<file path="config.mk">
export PLATFORM = sky130hd
export DESIGN_NAME = cdb_arbiter
export DESIGN_NICKNAME = d
export VERILOG_FILES = /design/src/rtl/cdb_arbiter.sv
export SDC_FILE = /design/constraint.sdc
export NUM_CORES = 1
export LEC_CHECK = 0
export CAP_MARGIN = 20
export CORE_MARGIN = 3
export CORE_UTILIZATION = 49
export CTS_CLUSTER_SIZE = 12
export DETAILED_ROUTE_END_ITERATION = 10
export PLACE_DENSITY = 0.85
export SLEW_MARGIN = 20
export SYNTH_ARGS = -nofsm -noshare
export SYNTH_HDL_FRONTEND = slang
export SYNTH_SLANG_ARGS = --single-unit
</file>
<file path="constraint.sdc">
create_clock -name clk -period 2.8 [get_ports clk]
set_input_delay 0.28 -clock clk [delete_from_list [all_inputs] [get_ports clk]]
set_output_delay 0.28 -clock clk [all_outputs]
set_load 0.05 [all_outputs]
</file>
<file path="src/rtl/cdb_arbiter.sv">
// Common Data Bus arbiter: per-FU result FIFOs drained one entry per cycle, round-robin.
// Broadcast outputs are registered; grant decisions use registered FIFO state only.
module cdb_arbiter #(
    parameter int unsigned NUM_REQ   = 4,
    parameter int unsigned TAG_W     = 6,
    parameter int unsigned DATA_W    = 32,
    parameter int unsigned BUF_DEPTH = 2,
    localparam int unsigned SRC_W    = (NUM_REQ > 1) ? $clog2(NUM_REQ) : 1
) (
    input  logic                             clk,
    input  logic                             reset,
    input  logic                             flush,
    input  logic [NUM_REQ-1:0]               req_valid,
    input  logic [NUM_REQ-1:0][TAG_W-1:0]    req_tag,
    input  logic [NUM_REQ-1:0][DATA_W-1:0]   req_value,
    output logic [NUM_REQ-1:0]               req_ready,
    output logic                             cdb_valid,
    output logic [TAG_W-1:0]                 cdb_tag,
    output logic [DATA_W-1:0]                cdb_value,
    output logic [SRC_W-1:0]                 cdb_src,
    output logic                             busy
);

    localparam int unsigned PTR_W = (BUF_DEPTH > 1) ? $clog2(BUF_DEPTH) : 1;
    localparam int unsigned CNT_W = $clog2(BUF_DEPTH + 1);

    logic [TAG_W-1:0]  tag_q   [NUM_REQ][BUF_DEPTH];
    logic [DATA_W-1:0] value_q [NUM_REQ][BUF_DEPTH];
    logic [PTR_W-1:0]  head_q  [NUM_REQ];
    logic [PTR_W-1:0]  head_d  [NUM_REQ];
    logic [PTR_W-1:0]  tail_q  [NUM_REQ];
    logic [PTR_W-1:0]  tail_d  [NUM_REQ];
    logic [CNT_W-1:0]  count_q [NUM_REQ];
    logic [CNT_W-1:0]  count_d [NUM_REQ];
    logic [NUM_REQ-1:0] push;
    logic [NUM_REQ-1:0] pop;
    logic [SRC_W-1:0]  rr_q;
    logic [SRC_W-1:0]  rr_d;
    logic [SRC_W-1:0]  grant_idx;
    logic              grant_valid;

    function automatic logic [PTR_W-1:0] ptr_inc(input logic [PTR_W-1:0] p);
        return (p == PTR_W'(BUF_DEPTH - 1)) ? '0 : p + PTR_W'(1);
    endfunction

    always_comb begin
        busy = 1'b0;
        for (int i = 0; i < NUM_REQ; i++) begin
            req_ready[i] = (count_q[i] < CNT_W'(BUF_DEPTH));
            if (count_q[i] != '0) busy = 1'b1;
        end
    end

    // Scan starting at rr_q; first non-empty FIFO wins.
    always_comb begin
        grant_valid = 1'b0;
        grant_idx   = '0;
        for (int unsigned k = 0; k < NUM_REQ; k++) begin
            automatic int unsigned idx = (32'(rr_q) + k) % NUM_REQ;
            if (!grant_valid && count_q[idx] != '0) begin
                grant_valid = 1'b1;
                grant_idx   = SRC_W'(idx);
            end
        end
        rr_d = rr_q;
        if (grant_valid) begin
            rr_d = (grant_idx == SRC_W'(NUM_REQ - 1)) ? '0 : grant_idx + SRC_W'(1);
        end
    end

    always_comb begin
        for (int i = 0; i < NUM_REQ; i++) begin
            push[i]    = req_valid[i] && req_ready[i];
            pop[i]     = grant_valid && (grant_idx == SRC_W'(i));
            head_d[i]  = pop[i]  ? ptr_inc(head_q[i]) : head_q[i];
            tail_d[i]  = push[i] ? ptr_inc(tail_q[i]) : tail_q[i];
            count_d[i] = count_q[i];
            case ({push[i], pop[i]})
                2'b10:   count_d[i] = count_q[i] + CNT_W'(1);
                2'b01:   count_d[i] = count_q[i] - CNT_W'(1);
                default: count_d[i] = count_q[i];
            endcase
        end
    end

    always_ff @(posedge clk) begin
        if (reset || flush) begin
            for (int i = 0; i < NUM_REQ; i++) begin
                head_q[i]  <= '0;
                tail_q[i]  <= '0;
                count_q[i] <= '0;
            end
            rr_q      <= '0;
            cdb_valid <= 1'b0;
            cdb_tag   <= '0;
            cdb_value <= '0;
            cdb_src   <= '0;
        end else begin
            for (int i = 0; i < NUM_REQ; i++) begin
                head_q[i]  <= head_d[i];
                tail_q[i]  <= tail_d[i];
                count_q[i] <= count_d[i];
            end
            rr_q      <= rr_d;
            cdb_valid <= grant_valid;
            if (grant_valid) begin
                cdb_tag   <= tag_q[grant_idx][head_q[grant_idx]];
                cdb_value <= value_q[grant_idx][head_q[grant_idx]];
                cdb_src   <= grant_idx;
            end
        end
    end

    // Storage needs no reset; occupancy is tracked by count_q alone.
    always_ff @(posedge clk) begin
        for (int i = 0; i < NUM_REQ; i++) begin
            if (push[i]) begin
                tag_q[i][tail_q[i]]   <= req_tag[i];
                value_q[i][tail_q[i]] <= req_value[i];
            end
        end
    end

endmodule

</file>
Word level (Yosys, flattened, before mapping):

Memory sizes are Yosys's and may differ from the RTL's. A register that Yosys moved wholly into a read port is not among the register bits.
Index checks and enable logic that the tools add are counted.
Widths: inputs -> output; s select.

* $add $sub $neg: 20
* $lt $le $gt $ge: 13
* eq/ne operators: 11
* mux-type cells: 84
* bitwise operators: 17
* reductions and logical operators: 28

Operators with widths (number)
* $mux 64: 4
* $mux 32: 7
* $demux 32 s1: 4
* $mux 12: 4
* $mux 6: 7
* $mux 1: 39
* $demux 6 s1: 4
* $mux 2: 11
* $pmux 2 s2: 4
* $reduce_bool 2->1: 8
* $logic_and 1x1->1: 15
* $add 2x1->2 const B: 6
* $eq 2x2->1 const B: 6
* $or 1x1->1: 12
* $eq 2x1->1 const B: 5
* $ge 2x2->1 const B: 5
* $not 1->2: 5
* $add 1x1->1 const B: 8
* $lt 2x1->1 const B: 4
* $lt 2x2->1 const B: 4
* $sub 2x1->2 const B: 4
* $add 2x2->2 const B: 2
* $logic_not 1->1: 3
* $logic_not 2->1: 1
* $logic_or 1x1->1: 1

* bits in registers: 43
* bits in writable memories: 320
* output and inout port bits: 46
* logic and storage cells: 183
* memories kept: 5

Memory list
* value_q: depth 4, bits a word 64, rd ports 1, clocked after memory_dff 0, write ports 4, RTL line 28 `logic [DATA_W-1:0] value_q [NUM_REQ][BUF_DEPTH];`
* tag_q: depth 4, bits a word 12, rd ports 1, clocked after memory_dff 0, write ports 4, RTL line 27 `logic [TAG_W-1:0] tag_q [NUM_REQ][BUF_DEPTH];`
* count_q: depth 4, bits a word 2, rd ports 8, clocked after memory_dff 1, write ports 4, RTL line 33 `logic [CNT_W-1:0] count_q [NUM_REQ];`
* head_q: depth 4, bits a word 1, rd ports 5, clocked after memory_dff 0, write ports 4, RTL line 29 `logic [PTR_W-1:0] head_q [NUM_REQ];`
* tail_q: depth 4, bits a word 1, rd ports 4, clocked after memory_dff 0, write ports 4, RTL line 31 `logic [PTR_W-1:0] tail_q [NUM_REQ];`

Logic depth before layout (Yosys ltp):

* word-level depth: 16
* mapped depth: 13
* gate-level depth less buffers: 12

Worst setup path after synthesis:

No wires, ideal clock.

* path kind: reg-to-reg
* start point: mem count_q[3][0] (netlist bit)
* end point: reg cdb_value[10]
* setup time: 123 ps
* arrival: 2812 ps
* data required time: 2677 ps
* path slack: -135 ps
* stages on the path, launching flop included: 14
* path buffers: 3
* clock period less this slack: 2935 ps
* path through: dfxtp_1 -> nor2_2 -> mux4_2 -> buf_2 -> nor2b_1 -> o21ai_2 -> inv_2 -> a311o_1 -> o21ai_1 -> buf_4 -> buf_4 -> mux2_2 -> o221ai_1 -> nor3_2

RTL lines
* from (decl): RTL line 33
* to (signal assigned): RTL line 108 `cdb_value <= value_q[grant_idx][head_q[grant_idx]];`
* to (decl): RTL line 19 `output logic [DATA_W-1:0] cdb_value,`

==> results.toml <==
[synth]
syn-cell-area_sq_um = 14200
yosys_warnings = 0
synth_area_leaders = "edfxtp_1 (64%), dfxtp_1 (8.6%), mux2_2 (4.9%)"
syn_area_per_cell_sq_um = 16.6
synth_fp_nets = 1023
synth_edf_count = 304
synth_ff_type = "edfxtp_1"
synth_cell_types = 44
synth_top_area_cell = "edfxtp_1"
postSynthCellCount = 856
seq_area_frac_synth_pct = 73.0
synthDominantCellAreaShare_pct = 64.4
ys_seq_elements = 365
synthArstFlopShare_pct = 0

[floorplan]
row_count = 61
ioPinCount = 205
die_h_microns = 176
core_sq_um = 28200
initial_utilization_pct = 50.4
fp.dieArea_sq_um = 31000
fp.dieW_microns = 176

[setup_path]
critPathArrivalTime_ps = 3470
worst-r2r-setup-slack_ps = -290
r2r-start = "count_q[1][1]"
crit_start = "count_q[1][1]"
cp_data_required_time_ps = 3190
crit_path_max_fanout = 5
crit_type = "reg2reg"
cp-endpoint = "cdb_value[6]"
r2r_cells = 14
cp-end-kind = "flip-flop"
start_kind = "flip-flop"
r2r_end = "cdb_value[6]"

[cells_and_area]
fin_cells = 1562
utilization_pct = 71.0
nets = 1320
finalInstanceArea_sq_um = 20000
syn_to_final_growth_pct = 41.1
drive_gt1_share_pct = 34.6

[global_route]
first_global_vias = 9275
grt_use_met2_pct = 40.3
grt_use_met1_pct = 28.4
gr-max-usage-layer = "met2"
antenna_found_initial = 9
grt_overflow = 0
met3_usage_pct = 5.20
grt_first_pass_wirelength_microns = 54200
globalRouteTotalUtil_pct = 23.1
grt_max_degree = 39

[routing]
num_vias = 8966
wirelength_microns = 38300
ant_nets = 0
drt_pass1_iterations = 6
wl_per_cell_microns = 24.5
drc = 0
via_per_inst = 5.74
drt-initial-drc-count = 659

[timing]
setup_viol = 39
slew_violations = 0
max-slew-margin-rel_pct = 45.0
rsz0062_at_grt = "true"
finClkSkew_ps = 14.7
hold_viol = 0
period_share_pct = 110
period_needed_ps = 3090
fin_ws_ps = -289
timing.fmax_mhz = 324
worstMarginPinSlew_ps = 822
setup_tns_ps = -9160
timing.hold.ws_ps = 344

[placed_design]
place_area_sq_um = 17500
dp.cells = 1464
portBuffers = 204
hpwl_microns = 22900
finalWeightedCongestion = 0.845
pre_cts_ws_ps = -331

[power_and_ir_drop]
power_mw = 28.0
p_per_area_nw_per_um2 = 1400
p_leak_nw = 6.91
worst_ir_drop_vdd_mv = 1.11

[cts]
cts_tree = "yes"
cts_hold_buf = 0
ctsHtreeMaxLevel = 2
cts_root_buffer = "clkbuf_16"
cts_buffers = 38
cts_buffer_depth = 3
insertion_delay_ps = 520
clock-sinks = 365
clk_pin_slew_ps = 60

[min_path]
hp-class = "in2reg"

[run_status]
violations = "setup timing"
status = "finished with violations"

[run]
cap_viol_max_count = 0
[layout make-up]
| class | count | area, sq um |
|---|---|---|
| sequential | 365 | 10400 |
| fill | 1668 | 8160 |
| multi-input combinational | 435 | 4680 |
| timing repair buffer | 306 | 3310 |
| clock buffer | 62 | 1100 |
| tap | 378 | 473 |
| clock inverter | 6 | 35.0 |
| inverter | 7 | 26.3 |
| antenna | 3 | 7.51 |
[repair_timing]
action,in CTS,in global routing
setup buffers,9,13
gates resized for setup,101,93
pin swaps,10,40
gates cloned,4,6
setup endpoints to repair,44,46
[state kept, by name, summed over array words and instances, names as in the netlist, named ones only]
signal	flops
tag_q	48
rr_q	2
cdb_value	32
count_q	8
head_q	4
cdb_src	2
tail_q	4
value_q	256
cdb_valid	1
cdb_tag	6
[how the worst min path moves through the flow]
stage / end / cells after the start / start
floorplan: tag_q[0][0] / 0 / req_tag[0]
global placement: cdb_src[1] / 2 / cdb_src[1]
detailed placement: head_q[3] / 2 / head_q[3]
CTS: value_q[2][11] / 1 / req_value[75]
global route: value_q[2][55] / 1 / req_value[87]
finish: value_q[1][57] / 1 / req_value[57]
[synthesized netlist by cell type, types with 2 or more instances]
library cell,n
edfxtp_1,304
mux2_2,62
dfxtp_1,61
mux2_1,52
and2_1,45
a211oi_1,39
o221ai_1,39
o22ai_1,39
clkbuf_1,31
nor3_2,28
nor2_1,25
nand2_1,17
a21oi_1,12
nor3_1,12
buf_2,8
ha_1,8
o21ai_0,8
xnor2_1,8
xor2_1,8
inv_1,6
or3_1,5
and3_1,4
buf_4,4
buf_6,4
or2_2,3
mux4_2,2
nand3_1,2
nor2_2,2
o211ai_1,2
or2_1,2
[cell usage in the layout (no fill, tap or decap), types with 28 or more instances in the layout]
| master | instances |
|---|---|
| mux2_1 | 36 |
| dfxtp_1 | 53 |
| mux2_4 | 51 |
| o22ai_2 | 35 |
| and2_1 | 40 |
| o221ai_2 | 28 |
| a211oi_1 | 30 |
| nor3_2 | 33 |
| buf_4 | 58 |
| clkbuf_16 | 45 |
| edfxtp_1 | 304 |
| clkdlybuf4s50_1 | 204 |
[cell families after synthesis]
family | after synthesis | share of synthesized area [%]
flops | 365 | 73.0
mux | 116 | 9.37
xor+xnor | 16 | 0.988
fa+ha+maj | 8 | 0.706
simple gates | 148 | 6.43
compound gates | 147 | 7.56
buf+inv | 56 | 1.96
[worst max-delay path, stage by stage (launching register included)]
cell and delay (ps):
dfxtp_4 370, nor2_4 50, mux4_2 520, buf_6 140, o211ai_1 160, o21ai_2 140
inv_2 100, o211ai_1 190, buf_4 210, o21ai_4 180, buf_8 180, buf_16 140
mux2_4 320, o221ai_4 190, nor3_2 80
[layer usage]
layer / routed length [microns] / share of wire (%)
met1: 14300 / 37
met2: 20000 / 52
met3: 2760 / 7.2
met4: 1190 / 3.1
met5: 75 / 0.20
[where the power goes]
| group | internal (mW) | total [mW] | switching (mW) |
|---|---|---|---|
| clock | 2.69 | 4.65 | 1.96 |
| sequential | 6.55 | 6.86 | 0.312 |
| combinational | 7.94 | 16.5 | 8.54 |
No activity file was read; power rests on OpenSTA's default activity.
